==> config.mk <==
export PLATFORM = sky130hd
export DESIGN_NAME = alu_arbiter_flat
export DESIGN_NICKNAME = d
export VERILOG_FILES = /design/src/rtl/alu_arbiter_if.sv /design/src/rtl/alu_arbiter.sv /design/src/flat_wrapper.sv
export SDC_FILE = /design/constraint.sdc
export NUM_CORES = 1
export LEC_CHECK = 0
export ABC_CLOCK_PERIOD_IN_PS = 1600
export CAP_MARGIN = 0
export CELL_PAD_IN_SITES_DETAIL_PLACEMENT = 1
export CELL_PAD_IN_SITES_GLOBAL_PLACEMENT = 2
export CORE_ASPECT_RATIO = 1.4
export CORE_MARGIN = 3
export CORE_UTILIZATION = 21
export CTS_BUF_LIST = sky130_fd_sc_hd__clkbuf_2 sky130_fd_sc_hd__clkbuf_4 sky130_fd_sc_hd__clkbuf_8
export DETAILED_ROUTE_END_ITERATION = 8
export PLACE_DENSITY_LB_ADDON = 0.1
export SYNTH_ARGS = -nofsm -noshare
export SYNTH_HDL_FRONTEND = slang
export SYNTH_SLANG_ARGS = --single-unit
export TNS_END_PERCENT = 10
==> constraint.sdc <==
create_clock -name i_clk -period 1.6 [get_ports i_clk]
set_input_delay 0.32 -clock i_clk [delete_from_list [all_inputs] [get_ports i_clk]]
set_output_delay 0.32 -clock i_clk [all_outputs]
set_load 0.01 [all_outputs]
==> src/rtl/alu_arbiter_if.sv <==
// alu_arbiter_if: requester, ALU-side and response signals of the two-requester ALU arbiter.
// slave is the arbiter's view; master is the view of the requesters, ALU and response sink.
interface alu_arbiter_if #(
    parameter int DATA_WIDTH   = 36,
    parameter int ALU_OP_WIDTH = 3
);
    logic                    i_req0_valid, i_req1_valid;
    logic [DATA_WIDTH-1:0]   i_req0_a, i_req0_b, i_req1_a, i_req1_b;
    logic [ALU_OP_WIDTH-1:0] i_req0_op, i_req1_op;
    logic                    o_req0_ready, o_req1_ready;
    logic [DATA_WIDTH-1:0]   o_alu_a, o_alu_b, i_alu_result;
    logic [ALU_OP_WIDTH-1:0] o_alu_op;
    logic                    i_alu_zero, i_alu_negative;
    logic                    o_rsp_valid, o_rsp_id, o_rsp_zero, o_rsp_negative, i_rsp_ready;
    logic [DATA_WIDTH-1:0]   o_rsp_result;

    modport slave (
        input  i_req0_valid, i_req1_valid, i_req0_a, i_req0_b, i_req1_a, i_req1_b, i_req0_op, i_req1_op,
        output o_req0_ready, o_req1_ready,
        output o_alu_a, o_alu_b, o_alu_op,
        input  i_alu_result, i_alu_zero, i_alu_negative,
        output o_rsp_valid, o_rsp_id, o_rsp_result, o_rsp_zero, o_rsp_negative,
        input  i_rsp_ready
    );

    modport master (
        output i_req0_valid, i_req1_valid, i_req0_a, i_req0_b, i_req1_a, i_req1_b, i_req0_op, i_req1_op,
        input  o_req0_ready, o_req1_ready,
        input  o_alu_a, o_alu_b, o_alu_op,
        output i_alu_result, i_alu_zero, i_alu_negative,
        input  o_rsp_valid, o_rsp_id, o_rsp_result, o_rsp_zero, o_rsp_negative,
        output i_rsp_ready
    );
endinterface

==> src/rtl/alu_arbiter.sv <==
// alu_arbiter: two-requester arbiter around a combinational ALU (IDLE -> EXEC -> RESP).
// Define ALU_ARB_FIXED_PRIORITY_EN for fixed priority to requester 0; default is round-robin.
module alu_arbiter #(
    parameter int DATA_WIDTH   = 36,
    parameter int ALU_OP_WIDTH = 3
) (
    input logic          i_clk,
    input logic          i_rst_n,
    alu_arbiter_if.slave bus
);
    typedef enum logic [1:0] {IDLE, EXEC, RESP} state_t;

    state_t                  state;
    logic [DATA_WIDTH-1:0]   a_q, b_q, res_q;
    logic [ALU_OP_WIDTH-1:0] op_q;
    logic                    id_q, zero_q, neg_q, gnt0, gnt1;

`ifdef ALU_ARB_FIXED_PRIORITY_EN
    assign gnt0 = state == IDLE && bus.i_req0_valid;
`else
    // last_q names the requester granted most recently; reset to 1 so requester 0 wins first
    logic last_q;
    assign gnt0 = state == IDLE && bus.i_req0_valid && (!bus.i_req1_valid || last_q);
`endif
    assign gnt1 = state == IDLE && bus.i_req1_valid && !gnt0;

    always_ff @(posedge i_clk or negedge i_rst_n) begin
        if (!i_rst_n) begin
            state  <= IDLE;
            a_q    <= '0;
            b_q    <= '0;
            op_q   <= '0;
            id_q   <= 1'b0;
            res_q  <= '0;
            zero_q <= 1'b0;
            neg_q  <= 1'b0;
`ifndef ALU_ARB_FIXED_PRIORITY_EN
            last_q <= 1'b1;
`endif
        end else begin
            case (state)
                IDLE: if (gnt0 || gnt1) begin
                    a_q   <= gnt1 ? bus.i_req1_a : bus.i_req0_a;
                    b_q   <= gnt1 ? bus.i_req1_b : bus.i_req0_b;
                    op_q  <= gnt1 ? bus.i_req1_op : bus.i_req0_op;
                    id_q  <= gnt1;
`ifndef ALU_ARB_FIXED_PRIORITY_EN
                    last_q <= gnt1;
`endif
                    state <= EXEC;
                end
                EXEC: begin
                    res_q  <= bus.i_alu_result;
                    zero_q <= bus.i_alu_zero;
                    neg_q  <= bus.i_alu_negative;
                    state  <= RESP;
                end
                RESP: if (bus.i_rsp_ready) state <= IDLE;
                default: state <= IDLE;
            endcase
        end
    end

    assign bus.o_req0_ready   = gnt0;
    assign bus.o_req1_ready   = gnt1;
    assign bus.o_alu_a        = a_q;
    assign bus.o_alu_b        = b_q;
    assign bus.o_alu_op       = op_q;
    assign bus.o_rsp_valid    = state == RESP;
    assign bus.o_rsp_id       = id_q;
    assign bus.o_rsp_result   = res_q;
    assign bus.o_rsp_zero     = zero_q;
    assign bus.o_rsp_negative = neg_q;
endmodule

==> src/flat_wrapper.sv <==
// flat-port wrapper written by rule: the top's interface ports become plain ports
module alu_arbiter_flat 
#(
    parameter int DATA_WIDTH   = 36,
    parameter int ALU_OP_WIDTH = 3
)
  (i_clk, i_rst_n, bus_i_req0_valid, bus_i_req1_valid, bus_i_req0_a, bus_i_req0_b, bus_i_req1_a, bus_i_req1_b, bus_i_req0_op, bus_i_req1_op, bus_o_req0_ready, bus_o_req1_ready, bus_o_alu_a, bus_o_alu_b, bus_o_alu_op, bus_i_alu_result, bus_i_alu_zero, bus_i_alu_negative, bus_o_rsp_valid, bus_o_rsp_id, bus_o_rsp_result, bus_o_rsp_zero, bus_o_rsp_negative, bus_i_rsp_ready);
  alu_arbiter_if #(.DATA_WIDTH(DATA_WIDTH), .ALU_OP_WIDTH(ALU_OP_WIDTH)) bus_i ();
  input logic i_clk;
  input logic i_rst_n;
  input wire logic [$bits(bus_i.i_req0_valid)-1:0] bus_i_req0_valid;
  input wire logic [$bits(bus_i.i_req1_valid)-1:0] bus_i_req1_valid;
  input wire logic [$bits(bus_i.i_req0_a)-1:0] bus_i_req0_a;
  input wire logic [$bits(bus_i.i_req0_b)-1:0] bus_i_req0_b;
  input wire logic [$bits(bus_i.i_req1_a)-1:0] bus_i_req1_a;
  input wire logic [$bits(bus_i.i_req1_b)-1:0] bus_i_req1_b;
  input wire logic [$bits(bus_i.i_req0_op)-1:0] bus_i_req0_op;
  input wire logic [$bits(bus_i.i_req1_op)-1:0] bus_i_req1_op;
  output wire logic [$bits(bus_i.o_req0_ready)-1:0] bus_o_req0_ready;
  output wire logic [$bits(bus_i.o_req1_ready)-1:0] bus_o_req1_ready;
  output wire logic [$bits(bus_i.o_alu_a)-1:0] bus_o_alu_a;
  output wire logic [$bits(bus_i.o_alu_b)-1:0] bus_o_alu_b;
  output wire logic [$bits(bus_i.o_alu_op)-1:0] bus_o_alu_op;
  input wire logic [$bits(bus_i.i_alu_result)-1:0] bus_i_alu_result;
  input wire logic [$bits(bus_i.i_alu_zero)-1:0] bus_i_alu_zero;
  input wire logic [$bits(bus_i.i_alu_negative)-1:0] bus_i_alu_negative;
  output wire logic [$bits(bus_i.o_rsp_valid)-1:0] bus_o_rsp_valid;
  output wire logic [$bits(bus_i.o_rsp_id)-1:0] bus_o_rsp_id;
  output wire logic [$bits(bus_i.o_rsp_result)-1:0] bus_o_rsp_result;
  output wire logic [$bits(bus_i.o_rsp_zero)-1:0] bus_o_rsp_zero;
  output wire logic [$bits(bus_i.o_rsp_negative)-1:0] bus_o_rsp_negative;
  input wire logic [$bits(bus_i.i_rsp_ready)-1:0] bus_i_rsp_ready;
  assign bus_i.i_req0_valid = bus_i_req0_valid;
  assign bus_i.i_req1_valid = bus_i_req1_valid;
  assign bus_i.i_req0_a = bus_i_req0_a;
  assign bus_i.i_req0_b = bus_i_req0_b;
  assign bus_i.i_req1_a = bus_i_req1_a;
  assign bus_i.i_req1_b = bus_i_req1_b;
  assign bus_i.i_req0_op = bus_i_req0_op;
  assign bus_i.i_req1_op = bus_i_req1_op;
  assign bus_o_req0_ready = bus_i.o_req0_ready;
  assign bus_o_req1_ready = bus_i.o_req1_ready;
  assign bus_o_alu_a = bus_i.o_alu_a;
  assign bus_o_alu_b = bus_i.o_alu_b;
  assign bus_o_alu_op = bus_i.o_alu_op;
  assign bus_i.i_alu_result = bus_i_alu_result;
  assign bus_i.i_alu_zero = bus_i_alu_zero;
  assign bus_i.i_alu_negative = bus_i_alu_negative;
  assign bus_o_rsp_valid = bus_i.o_rsp_valid;
  assign bus_o_rsp_id = bus_i.o_rsp_id;
  assign bus_o_rsp_result = bus_i.o_rsp_result;
  assign bus_o_rsp_zero = bus_i.o_rsp_zero;
  assign bus_o_rsp_negative = bus_i.o_rsp_negative;
  assign bus_i.i_rsp_ready = bus_i_rsp_ready;
  alu_arbiter #(.DATA_WIDTH(DATA_WIDTH), .ALU_OP_WIDTH(ALU_OP_WIDTH)) u_core (.i_clk(i_clk), .i_rst_n(i_rst_n), .bus(bus_i));
endmodule
==> results of run 1 <==
==> what timing repair did <==
| action | 4_1_cts | 5_1_grt |
|---|---|---|
| endpoints found under the hold margin | 116 | 0 |
| hold buffers | 1 | 0 |
| endpoints found under the setup margin | 192 | 112 |
| setup buffers | 5 | 1 |
| pin swaps | 2 | 3 |
| resized for setup | 143 | 2 |
==> cell usage in the layout, fill, tap and decap left out, types with 2 or more instances in the layout <==
cell type and count:
dfrtp_1 116, mux2_2 38, clkdlybuf4s50_1 191, clkinvlp_4 3, dlygate4sd2_1 114, clkbuf_8 18
buf_12 8, buf_4 17, clkinv_4 3, buf_8 2, o311ai_0 74, buf_6 5
nor3_1 74, inv_2 3, inv_6 3, bufinv_16 4, o2bb2ai_1 74
==> critical path, stage by stage (launching register included) <==
cell and delay, ns:
dfrtp_1 0.39, or3b_4 0.40, or2_4 0.24, inv_2 0.06, buf_6 0.10
==> metal layers <==
layer,global-route usage,vias up,routed length [um]
li1,-,2433,-
met1,0.2039,2750,9852
met2,0.2979,241,12350
met3,0.07169,41,2034
met4,0.07041,4,702
met5,0,-,27
==> layout make-up <==
class,instances,area (um2),share of cell area
Clock buffer,18,247.7,0.02653
Multi-Input combinational cell,277,2253,0.2413
Inverter,4,15.01,0.001608
Clock inverter,14,200.2,0.02144
Tap cell,319,399.1,0.04274
Timing Repair Buffer,338,3294,0.3528
Sequential cell,117,2929,0.3136
==> sequential cells by signal, summed over array words and instances (netlist names) <==
name and count:
u_core.bus.o_alu_a 36, u_core.bus.o_alu_b 36, u_core.bus.o_alu_op 3, u_core.bus.o_rsp_id 1
u_core.bus.o_rsp_negative 1, u_core.bus.o_rsp_result 36, u_core.bus.o_rsp_zero 1, u_core.last_q 1
u_core.state 2
==> kinds of logic after synthesis <==
logic type      Yosys count
buf+inv                  65
mux                      38
flops                   117
simple gates             87
compound gates          152
==> power by group <==
| group | total [uW] | internal (uW) | leakage (uW) | switching [uW] |
|---|---|---|---|---|
| combinational | 8550 | 4170 | 0.00206 | 4390 |
| clock | 3160 | 1760 | 0.000216 | 1400 |
| sequential | 5350 | 4540 | 0.00136 | 811 |
==> how the worst min path moves through the flow <==
stage	startpoint	end	slack (ns)
6_report	i_rst_n	u_core.bus.o_alu_a[21]	0.39
5_1_grt	i_rst_n	u_core.bus.o_alu_a[21]	0.39
4_1_cts	i_rst_n	u_core.bus.o_alu_a[21]	0.38
3_5_place_dp	i_rst_n	u_core.bus.o_alu_a[21]	0.35
3_3_place_gp	i_rst_n	u_core.bus.o_alu_a[25]	0.37
2_1_floorplan	i_rst_n	u_core.bus.o_alu_a[0]	0.02
==> per-stage QoR <==
stage / worst slack (ns) / instance area [um2] / setup TNS [ns]
finish: -0.3668 / 9339 / -12.20
global placement: -0.8292 / 8935 / -48.09
global route: -0.4593 / 9339 / -20.55
CTS: -0.4116 / 9336 / -11.95
detailed placement: -0.8397 / 8935 / -51.02
floorplan: 0.06218 / 5433 / 0
==> flow_summary_export.csv, run 1 <==
group,metric,value,unit
status,status,"finished, violations left",
status,violations,"negative setup slack",
synthesis,synthArstFlopShare,1.000,
job,max-cap-violations,0,
placement,port-buffer-count,309,
critical_path,critical_path_class,"flop to primary output",
critical_path,cp-startpoint,"u_core.state[0]",
die,dieArea,27860,um2
synthesis,synth-edff-count,0,
synthesis,synth_common_cells,"116 x dfrtp_1, 74 x nor3_1, 74 x o2bb2ai_1, 74 x o311ai_0, 38 x mux2_2",
routing,wl,24.96,mm
power,power.density,1827,nW/um2
routing,drc_errors,0,
clocking,cts.clk_slew.worst_paths,0.09,ns
final_layout,drive_gt1_frac,0.1510,
synthesis,synth_area,5433,um2
synthesis,syn_avg_cell_area,11.84,um2
synthesis,synth_nets,652,
synthesis,yosysMostFrequentCell,"dfrtp_1",
critical_path,crit_path_end,"bus_o_req1_ready",
final_layout,area_growth,71.90,%
timing,setup_viol,78,
synthesis,synth_compound_area_frac,0.2437,
synthesis,synth_seq_cells,117,
routing,drtPass1Iterations,4,
critical_path,crit_fanout,2,
grt,overflow,0,
routing,viasPerCell,5.031,
grt,antenna_found_initial,2,
grt,track_usage,0.1786,
die,start_util,0.2133,
power,finalPower,17060,uW
clocking,htree_levels,4,
synthesis,yosysUniqueCellTypes,27,
placement,gp_congestion,0.7527,
synthesis,yosysWarnings,0,
critical_path,reg2reg_slack,-0.22,ns
timing,rsz0062_at_grt,"true",
timing,setup_ws,-0.3668,ns
timing,post-route-period-util,1.229,
die,core,25470,um2
min_path,hold_class,"input pin to asynchronous set/reset pin",
final_layout,final_util,0.3667,
clocking,cts.sinks,117,
grt,grt_pass1_vias,6279,
routing,drtIter0Drc,229,
routing,ant_nets,0,
final_layout,final_net_count,948,
critical_path,reg2reg_from,"u_core.state[0]",
die,rows,69,
timing,hold_viol,0,
routing,vias,5469,
die,ios,310,
critical_path,worstPathArrival,1.65,ns
routing,wl_per_cell,22.97,um
clocking,clk_latency,0.46,ns
power,ir_drop,0.8264,mV
timing,slew_headroom,0.3502,
synthesis,ys_top_cells_by_area,"dfrtp_1 53%, o2bb2ai_1 12%, o311ai_0 12%",
synthesis,synth_top_area_share,0.5343,
synthesis,synth_fa_ha_area_frac,0,
final_layout,fillCellCount,2776,
clocking,cts_tree,"yes",
timing,tightest_slew,0.9748,ns
synthesis,yosys_most_used_dff,"dfrtp_1",
clocking,root_buffer,"clkbuf_8",
final_layout,antennaDiodeCount,0,
timing,fmax,0.5084,GHz
synthesis,synth_cells,459,
die,die-width,141.9,um
placement,dp.cells,1049,
synthesis,synth_top_family_by_area,"compound AO/OA/AOI/OAI gates",
timing,drv_slew,0,
synthesis,synth_simple_gate_area_frac,0.08245,
critical_path,end_kind,"primary output",
synthesis,ys_seq_area_frac,0.5392,
timing,hold_ws,0.3874,ns
grt,grt_max_degree,76,
critical_path,setup.worst_path.start_class,"flop",
final_layout,finalNonFillerCells,1087,
synthesis,synthXorXnorAreaFrac,0,
clocking,clockBufferDepth,2,
timing,min_period,1.967,ns
power,leakagePower,0.003641,uW
placement,hpwl,16.89,mm
clocking,cts_buffers,17,
grt,grt_first_pass_wirelength,38.65,mm
timing,fin_skew,0.01275,ns
die,die_h,196.3,um
synthesis,synth_largest_area_cell,"dfrtp_1",
critical_path,reg2reg_depth,4,
critical_path,critPathRequiredTime,1.28,ns
synthesis,synthMuxAreaShare,0.07877,
critical_path,r2r-end,"u_core.bus.o_alu_op[1]",
Note: power is estimated with default switching activity, not from simulation.
==> inputs of run 2 (changes only) <==
--- a/config.mk
+++ b/config.mk
@@ -13,6 +13,7 @@
 export CORE_MARGIN = 3
 export CORE_UTILIZATION = 21
 export CTS_BUF_LIST = sky130_fd_sc_hd__clkbuf_2 sky130_fd_sc_hd__clkbuf_4 sky130_fd_sc_hd__clkbuf_8
+export CTS_CLUSTER_SIZE = 8
 export DETAILED_ROUTE_END_ITERATION = 8
 export PLACE_DENSITY_LB_ADDON = 0.1
 export SYNTH_ARGS = -nofsm -noshare
==> results of run 2 <==
Same layout as run 1: the final DEF is identical, and so are final timing and power.
==> inputs of run 3 (changes only) <==
--- a/config.mk
+++ b/config.mk
@@ -7,15 +7,13 @@
 export LEC_CHECK = 0
 export ABC_CLOCK_PERIOD_IN_PS = 1600
 export CAP_MARGIN = 0
-export CELL_PAD_IN_SITES_DETAIL_PLACEMENT = 1
-export CELL_PAD_IN_SITES_GLOBAL_PLACEMENT = 2
 export CORE_ASPECT_RATIO = 1.4
 export CORE_MARGIN = 3
-export CORE_UTILIZATION = 21
+export CORE_UTILIZATION = 36
 export CTS_BUF_LIST = sky130_fd_sc_hd__clkbuf_2 sky130_fd_sc_hd__clkbuf_4 sky130_fd_sc_hd__clkbuf_8
 export CTS_CLUSTER_SIZE = 8
 export DETAILED_ROUTE_END_ITERATION = 8
-export PLACE_DENSITY_LB_ADDON = 0.1
+export PLACE_DENSITY = 0.79
 export SYNTH_ARGS = -nofsm -noshare
 export SYNTH_HDL_FRONTEND = slang
 export SYNTH_SLANG_ARGS = --single-unit
==> run 3 against run 2 <==
- the flow still finishes with violations (negative setup slack)
- count of clock-buffer cells in the layout unchanged
- cell area down 2.6%
- final cell count down 12%
- power down 4.0%
- sequential share of layout area up 0.82 points
- sequential cell count unchanged
- utilization up 25 points
==> flow_summary_export.csv, run 3 (same netlist as run 1, synthesis figures left out) <==
group,metric,value,unit
timing,hold_ws,0.3551,ns
final_layout,antennaDiodeCount,0,
timing,rsz0062_at_grt,"true",
power,p_sw,6339,uW
status,violations,"negative setup slack",
critical_path,reg2reg_slack,-0.14,ns
grt,grt_pass1_vias,5969,
critical_path,crit_fanout,2,
timing,slew_headroom,0.6232,
final_layout,fillCellCount,1197,
power,p_clk_frac,0.168,
clocking,cts_buffers,17,
grt,antenna_found_initial,0,
timing,tightest_slew,0.5652,ns
clocking,cts_tree,"yes",
final_layout,final_cell_area,9100,um2
routing,viasPerCell,5.720,
clocking,clockBufferDepth,2,
die,die_h,151.4,um
final_layout,multiInputGateArea,2258,um2
power,p_int,10040,uW
power,leakagePower,0.003591,uW
die,dieArea,16620,um2
routing,drtPass1Iterations,5,
die,core,14640,um2
job,max-cap-violations,0,
placement,port-buffer-count,309,
routing,vias,5468,
die,rows,52,
final_layout,final_net_count,947,
grt,overflow,0,
die,start_util,0.3711,
power,swShare,0.3871,
timing,setup_ws,-0.3651,ns
die,ios,310,
routing,wl,20.40,mm
final_layout,regArea,2929,um2
timing,min_period,1.965,ns
final_layout,final_common_cell,"clkdlybuf4s50_1",
critical_path,worstPathArrival,1.65,ns
clocking,cts.sinks,117,
routing,drtIter0Drc,400,
routing,ant_nets,0,
clocking,cts.clk_slew.worst_paths,0.08,ns
placement,gp_congestion,0.8065,
timing,drv_slew,0,
critical_path,setup.worst_path.start_class,"flop",
power,power_frac_seq,0.329,
clocking,clk_latency,0.44,ns
power,finalPower,16380,uW
clocking,htree_levels,4,
timing,post-route-period-util,1.228,
timing,fmax,0.5089,GHz
power,ir_drop,1.009,mV
placement,placed_area,8725,um2
timing,setup_tns,-5.258,ns
timing,fin_skew,0.01240,ns
critical_path,critPathRequiredTime,1.28,ns
placement,dpl_worst_slack,-0.8349,ns
status,status,"finished, violations left",
die,die-width,109.8,um
timing,setup_viol,71,
critical_path,end_kind,"primary output",
final_layout,drive_gt1_frac,0.1512,
grt,grt_first_pass_wirelength,31.62,mm
power,comb_power_share,0.503,
routing,drc_errors,0,
grt,track_usage,0.2473,
routing,wl_per_cell,21.34,um
placement,hpwl,14.26,mm
clocking,root_buffer,"clkbuf_8",
critical_path,critical_path_class,"flop to primary output",
power,power.density,1800,nW/um2
timing,hold_viol,0,
min_path,hold_class,"input pin to asynchronous set/reset pin",
grt,grt_max_degree,76,
final_layout,layout_common_cells,"191 x clkdlybuf4s50_1, 116 x dfrtp_1, 114 x dlygate4sd2_1, 74 x o2bb2ai_1, 73 x nor3_1",
final_layout,area_growth,67.50,%
run 3: worst paths after layout:
kind,from,end,depth (start not counted)
min in group i_clk,bus_i_rsp_ready,u_core.state[1],2
min reg2reg,u_core.bus.o_alu_a[18],u_core.bus.o_alu_a[18],1
max reg2reg,u_core.state[0],u_core.bus.o_alu_b[13],4
min,i_rst_n,u_core.bus.o_alu_a[0],2
max,u_core.state[0],bus_o_req1_ready,4
max in group asynchronous,i_rst_n,u_core.bus.o_alu_b[3],3
run 3: metrics by stage:
stage / utilization / std cells
finish: 0.6216 / 956
global placement: 0.5960 / 920
detailed placement: 0.5960 / 920
global route: 0.6216 / 956
floorplan: - / 459
CTS: 0.6197 / 955
run 3: cell type report:
class                      count  area share
inverter                       4    0.001925
clock inverter                14     0.01677
sequential                   117      0.3219
tap                          189     0.02599
timing repair buffer         337      0.3580
multi-input combinational    277      0.2482
clock buffer                  18     0.02722
run 3: power groups by stage:
stage          sequential [uW]  clock, uW  combinational (uW)
2_1_floorplan             6050          0                3510
3_3_place_gp              5370          0                8830
3_5_place_dp              5480          0                9050
4_1_cts                   5380       2810                8260
5_1_grt                   5570       2940                8940
6_report                  5380       2750                8240
run 3: timing repair:
action,CTS,global route
setup endpoints to repair,192,78
hold buffers,1,0
cloned,0,0
pin swaps,3,1
resized for setup,147,14
endpoints found under the hold margin,28,0
setup buffers,3,4
run 3: layer usage:
layer  part of all wire  GRT usage  routed length (um)  vias to the layer above
met5                  0          0                   0                        -
met2               0.51     0.4180               10310                      313
li1                   -          -                   -                     2430
met3              0.092    0.07548                1886                       58
met4              0.044     0.1310                 891                        0
met1               0.36     0.2760                7314                     2667
run 3: worst max-delay path, cell delays in order, from the launching register on:
cell     delay [ns]
dfrtp_1        0.40
or3b_4         0.39
or2_4          0.26
inv_4          0.06
buf_6          0.10
